## src/rtl/alu_exec_stage.sv

```systemverilog
// Registered ALU execution stage with a main/skid output buffer and valid/ready handshakes.
// Results leave in acceptance order; o_Ready depends only on registered state.
module alu_exec_stage #(
    parameter int unsigned DATA_WIDTH = 32
) (
    input  logic                  i_Clk,
    input  logic                  i_Rst_n,
    input  logic                  i_Valid,
    output logic                  o_Ready,
    input  logic [2:0]            i_AluControl,
    input  logic [DATA_WIDTH-1:0] i_SrcA,
    input  logic [DATA_WIDTH-1:0] i_SrcB,
    output logic                  o_Valid,
    input  logic                  i_Ready,
    output logic [DATA_WIDTH-1:0] o_Result,
    output logic                  o_Zero,
    output logic                  o_Illegal
);

    logic [DATA_WIDTH-1:0] alu_result;
    logic                  alu_zero;
    logic                  alu_illegal;
    logic                  alu_slt;

    logic                  main_valid_q;
    logic [DATA_WIDTH-1:0] main_result_q;
    logic                  main_zero_q;
    logic                  main_illegal_q;

    logic                  skid_valid_q;
    logic [DATA_WIDTH-1:0] skid_result_q;
    logic                  skid_zero_q;
    logic                  skid_illegal_q;

    logic                  accept;
    logic                  transfer;

    assign alu_slt = ($signed(i_SrcA) < $signed(i_SrcB));

    always_comb begin
        alu_result  = '0;
        alu_illegal = 1'b0;
        case (i_AluControl)
            3'b000:  alu_result = i_SrcA + i_SrcB;
            3'b001:  alu_result = i_SrcA - i_SrcB;
            3'b010:  alu_result = i_SrcA & i_SrcB;
            3'b011:  alu_result = i_SrcA | i_SrcB;
            3'b101:  alu_result = {{(DATA_WIDTH-1){1'b0}}, alu_slt};
            default: alu_illegal = 1'b1;
        endcase
    end

    // Illegal codes leave the result at zero, so the zero flag follows naturally.
    assign alu_zero = (alu_result == '0);

    assign o_Ready   = ~skid_valid_q;
    assign o_Valid   = main_valid_q;
    assign o_Result  = main_result_q;
    assign o_Zero    = main_zero_q;
    assign o_Illegal = main_illegal_q;

    assign accept   = i_Valid & ~skid_valid_q;
    assign transfer = main_valid_q & i_Ready;

    always_ff @(posedge i_Clk or negedge i_Rst_n) begin
        if (!i_Rst_n) begin
            main_valid_q   <= 1'b0;
            main_result_q  <= '0;
            main_zero_q    <= 1'b0;
            main_illegal_q <= 1'b0;
            skid_valid_q   <= 1'b0;
            skid_result_q  <= '0;
            skid_zero_q    <= 1'b0;
            skid_illegal_q <= 1'b0;
        end else if (skid_valid_q) begin
            // FULL: only a downstream transfer can make progress.
            if (transfer) begin
                main_result_q  <= skid_result_q;
                main_zero_q    <= skid_zero_q;
                main_illegal_q <= skid_illegal_q;
                skid_valid_q   <= 1'b0;
            end
        end else if (accept) begin
            if (!main_valid_q || transfer) begin
                main_valid_q   <= 1'b1;
                main_result_q  <= alu_result;
                main_zero_q    <= alu_zero;
                main_illegal_q <= alu_illegal;
            end else begin
                skid_valid_q   <= 1'b1;
                skid_result_q  <= alu_result;
                skid_zero_q    <= alu_zero;
                skid_illegal_q <= alu_illegal;
            end
        end else if (transfer) begin
            main_valid_q <= 1'b0;
        end
    end

endmodule
```

## config.mk

```make
export PLATFORM = sky130hd
export DESIGN_NAME = alu_exec_stage
export DESIGN_NICKNAME = d
export VERILOG_FILES = /design/src/rtl/alu_exec_stage.sv
export SDC_FILE = /design/constraint.sdc
export NUM_CORES = 1
export LEC_CHECK = 0
export CORE_MARGIN = 5
export CORE_UTILIZATION = 40
export CTS_CLUSTER_DIAMETER = 40
export DETAILED_ROUTE_END_ITERATION = 8
export GPL_TIMING_DRIVEN = 1
export HOLD_SLACK_MARGIN = 0.05
export MAX_ROUTING_LAYER = met4
export PLACE_DENSITY = 0.73
export SKIP_CTS_REPAIR_TIMING = 1
export SLEW_MARGIN = 40
export SYNTH_ARGS = -nofsm -noshare
export SYNTH_HDL_FRONTEND = slang
export SYNTH_SLANG_ARGS = --single-unit
```

## constraint.sdc

```tcl
create_clock -name i_Clk -period 1.34 [get_ports i_Clk]
set_input_delay 0.268 -clock i_Clk [delete_from_list [all_inputs] [get_ports i_Clk]]
set_output_delay 0.268 -clock i_Clk [all_outputs]
set_load 0.1 [all_outputs]
```

==> flow_summary.json <==
{
  "fin_crit_ns": 3.43,
  "chipHeight_um": 155,
  "grt_antenna_before_repair": 1,
  "drt-total-wl_mm": 39.8,
  "cts-root-buf": "clkbuf_16",
  "wl_per_cell_um": 20.5,
  "grt_usage_pct": 26.7,
  "yosysSeqAreaShare_pct": 20.9,
  "cts.clk_slew.worst_paths_ns": 0.06,
  "fin_skew_ns": 0.00766,
  "first_pass_iters": 5,
  "max_cap_violations": 0,
  "pwr-share-seq_pct": 19.4,
  "design_area_um2": 16200,
  "coreArea_um2": 20800,
  "power.share.clock_pct": 10.9,
  "htree_levels": 3,
  "drt_iter0_drc": 1006,
  "fill_cells": 1295,
  "place_area_um2": 13300,
  "synth_nets": 1334,
  "rrSetupSlack_ns": -0.21,
  "drc": 0,
  "power_switching_uw": 9720,
  "die-area_um2": 24000,
  "cp-startpoint": "i_SrcA[0]",
  "synth_top_area_share_pct": 20.9,
  "synth_seq_cells": 70,
  "synth_edf_count": 0,
  "p_comb_share_pct": 69.7,
  "io_buffers": 106,
  "insertion_delay_ns": 0.34,
  "cts_sinks": 70,
  "maxSlewViolCount": 0,
  "grt_setup_unrepaired": "true",
  "final_common_cell": "buf_4",
  "gp_congestion": 1.02,
  "yosys_most_used_dff": "dfrtp_1",
  "synth_cell_types": 81,
  "cts_tree": "done",
  "final_net_count": 1839,
  "start_util_pct": 40.3,
  "syn_avg_cell_area_um2": 7.28,
  "crit_fanout": 5,
  "cp-end-kind": "flip-flop",
  "slew-limit-headroom_pct": 54.3,
  "yosys.area.top_type": "dfrtp_1",
  "r2r-end": "o_Result[20]",
  "num_vias": 11400,
  "ant_nets": 0,
  "internal-power_uw": 9990,
  "synth.cell_area_um2": 8400,
  "max_freq_ghz": 0.291,
  "clock_path_buffers": 2,
  "async_flop_share_pct": 100,
  "grt.overflow.total": 0,
  "irDropWorstVdd_mv": 1.04,
  "holdWs_ns": 0.313,
  "setup_violations": 71,
  "synth_area_leaders": "dfrtp_1 (21%), ha_1 (16%), o21ai_0 (6.6%), a21oi_1 (6.5%), nand2_1 (6.2%)",
  "rows": 53,
  "syn2layout_area_growth_pct": 92.7,
  "synth_cells": 1153,
  "endpoint": "o_Zero",
  "reg2reg_depth": 5,
  "r2r-start": "skid_valid_q",
  "mostFrequentLayoutCells": "buf_4 (383), nand2_1 (123), nor2_1 (72)",
  "p_leak_uw": 0.00754,
  "dieWidth_um": 155,
  "crit_path_start_kind": "primary input",
  "dp_hpwl_mm": 27.0,
  "path_class": "in2reg",
  "cts_made_buffers": 9,
  "grt_max_degree": 71,
  "p_per_area_nw_per_um2": 1220,
  "max_slew.worst_pin.slew_ns": 0.678,
  "hold_violations": 0,
  "setup_ws_ns": -2.09,
  "required_ns": 1.61,
  "status": "complete, but fails checks",
  "via_per_inst": 5.87,
  "crit_arrival_ns": 3.71,
  "ys_warn_count": 0,
  "swShare_pct": 49.3,
  "hold_class": "in2reg",
  "grt_pass1_wl_mm": 50.7,
  "io_pins": 107,
  "fin_crit_sh_pct": 256,
  "failed_checks": "negative setup slack",
  "grt_pass1_vias": 9989,
  "drive_gt1_share_pct": 54.1
}
## cell type report
| cell class | instances | area, µm² | share of cell area, % |
|---|---|---|---|
| Inverter | 103 | 447 | 2.76 |
| Antenna cell | 1 | 2.50 | 0.0155 |
| Sequential cell | 70 | 1760 | 10.8 |
| Multi-Input combinational cell | 910 | 8010 | 49.5 |
| Timing Repair Buffer | 564 | 5350 | 33.1 |
| Clock inverter | 6 | 40.0 | 0.247 |
| Tap cell | 275 | 344 | 2.13 |
| Clock buffer | 9 | 225 | 1.39 |
## critical path: stages
cell,delay (ns)
buf_12,0.12
inv_12,0.05
ha_4,0.13
inv_2,0.04
fa_2,0.33
nor2b_4,0.15
o311ai_4,0.28
buf_6,0.18
a211oi_2,0.07
a211o_1,0.26
a221o_1,0.36
a21oi_2,0.15
and3b_1,0.18
nand4b_1,0.16
nor4_4,0.29
nand4_1,0.23
o41ai_2,0.26
mux2_1,0.19
## sequential cells by signal, summed over array words and instances, names as in the netlist
name and flops:
o_Valid 1, o_Zero 1, skid_zero_q 1, skid_result_q 32, o_Illegal 1, skid_valid_q 1
skid_illegal_q 1, o_Result 32
## cells in the mapped netlist, drive strengths merged, types with 6 or more instances
master and instances:
a211o 7, a211oi 29, a21o 13, a21oi 112
a221o 6, a221oi 6, a22oi 8, a31oi 11
and3 7, buf 25, clkbuf 45, dfrtp 70
ha 108, inv 103, mux2i 9, nand2 138
nand2b 16, nand3 19, nand4 12, nor2 102
nor2b 15, nor3 21, nor4 19, o211ai 11
o21a 10, o21ai 113, o21bai 7, o22ai 8
o31ai 12, or2 6, or3 6, xnor2 11
## power groups by stage
| stage | clock (µW) | combinational, µW | sequential, µW |
|---|---|---|---|
| after floorplan | 0 | 3890 | 6140 |
| after global placement | 0 | 10900 | 3620 |
| after detailed placement | 0 | 11100 | 3700 |
| after CTS | 2110 | 11200 | 3670 |
| after global routing | 2240 | 14300 | 3890 |
| final | 2150 | 13700 | 3820 |
## metrics by stage
| step | setup TNS [ns] | setup WS, ns | cells | total power [µW] | util, % |
|---|---|---|---|---|---|
| 6_report | -77.14 | -2.09 | 1938 | 19700 | 77.7 |
| 5_1_grt | -82.36 | -2.30 | 1938 | 20500 | 77.7 |
| 4_1_cts | -113.20 | -2.66 | 1860 | 16900 | 65.1 |
| 3_5_place_dp | -135.29 | -2.98 | 1845 | 14800 | 63.9 |
| 3_3_place_gp | -129.92 | -2.82 | 1845 | 14500 | 63.9 |
| 2_1_floorplan | -59.22 | -1.87 | 1153 | 10000 | - |
## kinds of logic (layout without fill, tap and decap cells)
family                     Yosys count  in the layout  share of synthesized area [%]
other                                0              1                              0
and+or+nand+nor                    378            378                           20.9
xor gates and xnor gates            13             13                           1.36
adders and majority gates          110            110                           16.6
buffers and inverters              173            682                           8.11
AOI/OAI and AO/OA                  397            397                           30.7
muxes                               12             12                           1.48
DFF                                 70             70                           20.9
## worst min path at each step
stage                       end  cells past startpoint  slack [ns]    start
floorplan             o_Illegal                      0       -0.03  i_Rst_n
global placement    o_Result[9]                      2        0.32  i_Rst_n
detailed placement  o_Result[8]                      2        0.31  i_Rst_n
CTS                 o_Result[3]                      2       -0.03  i_Rst_n
global route            o_Valid                      3        0.34  i_Valid
finish                  o_Valid                      3        0.31  i_Valid
## routing by layer
metal | track usage, % | share of wire, %
met5 | - | 0
met4 | 7.15 | 4.7
met3 | 3.31 | 7.7
met2 | 45.8 | 50
met1 | 33.4 | 37
Power figures use the tool's default switching activity.
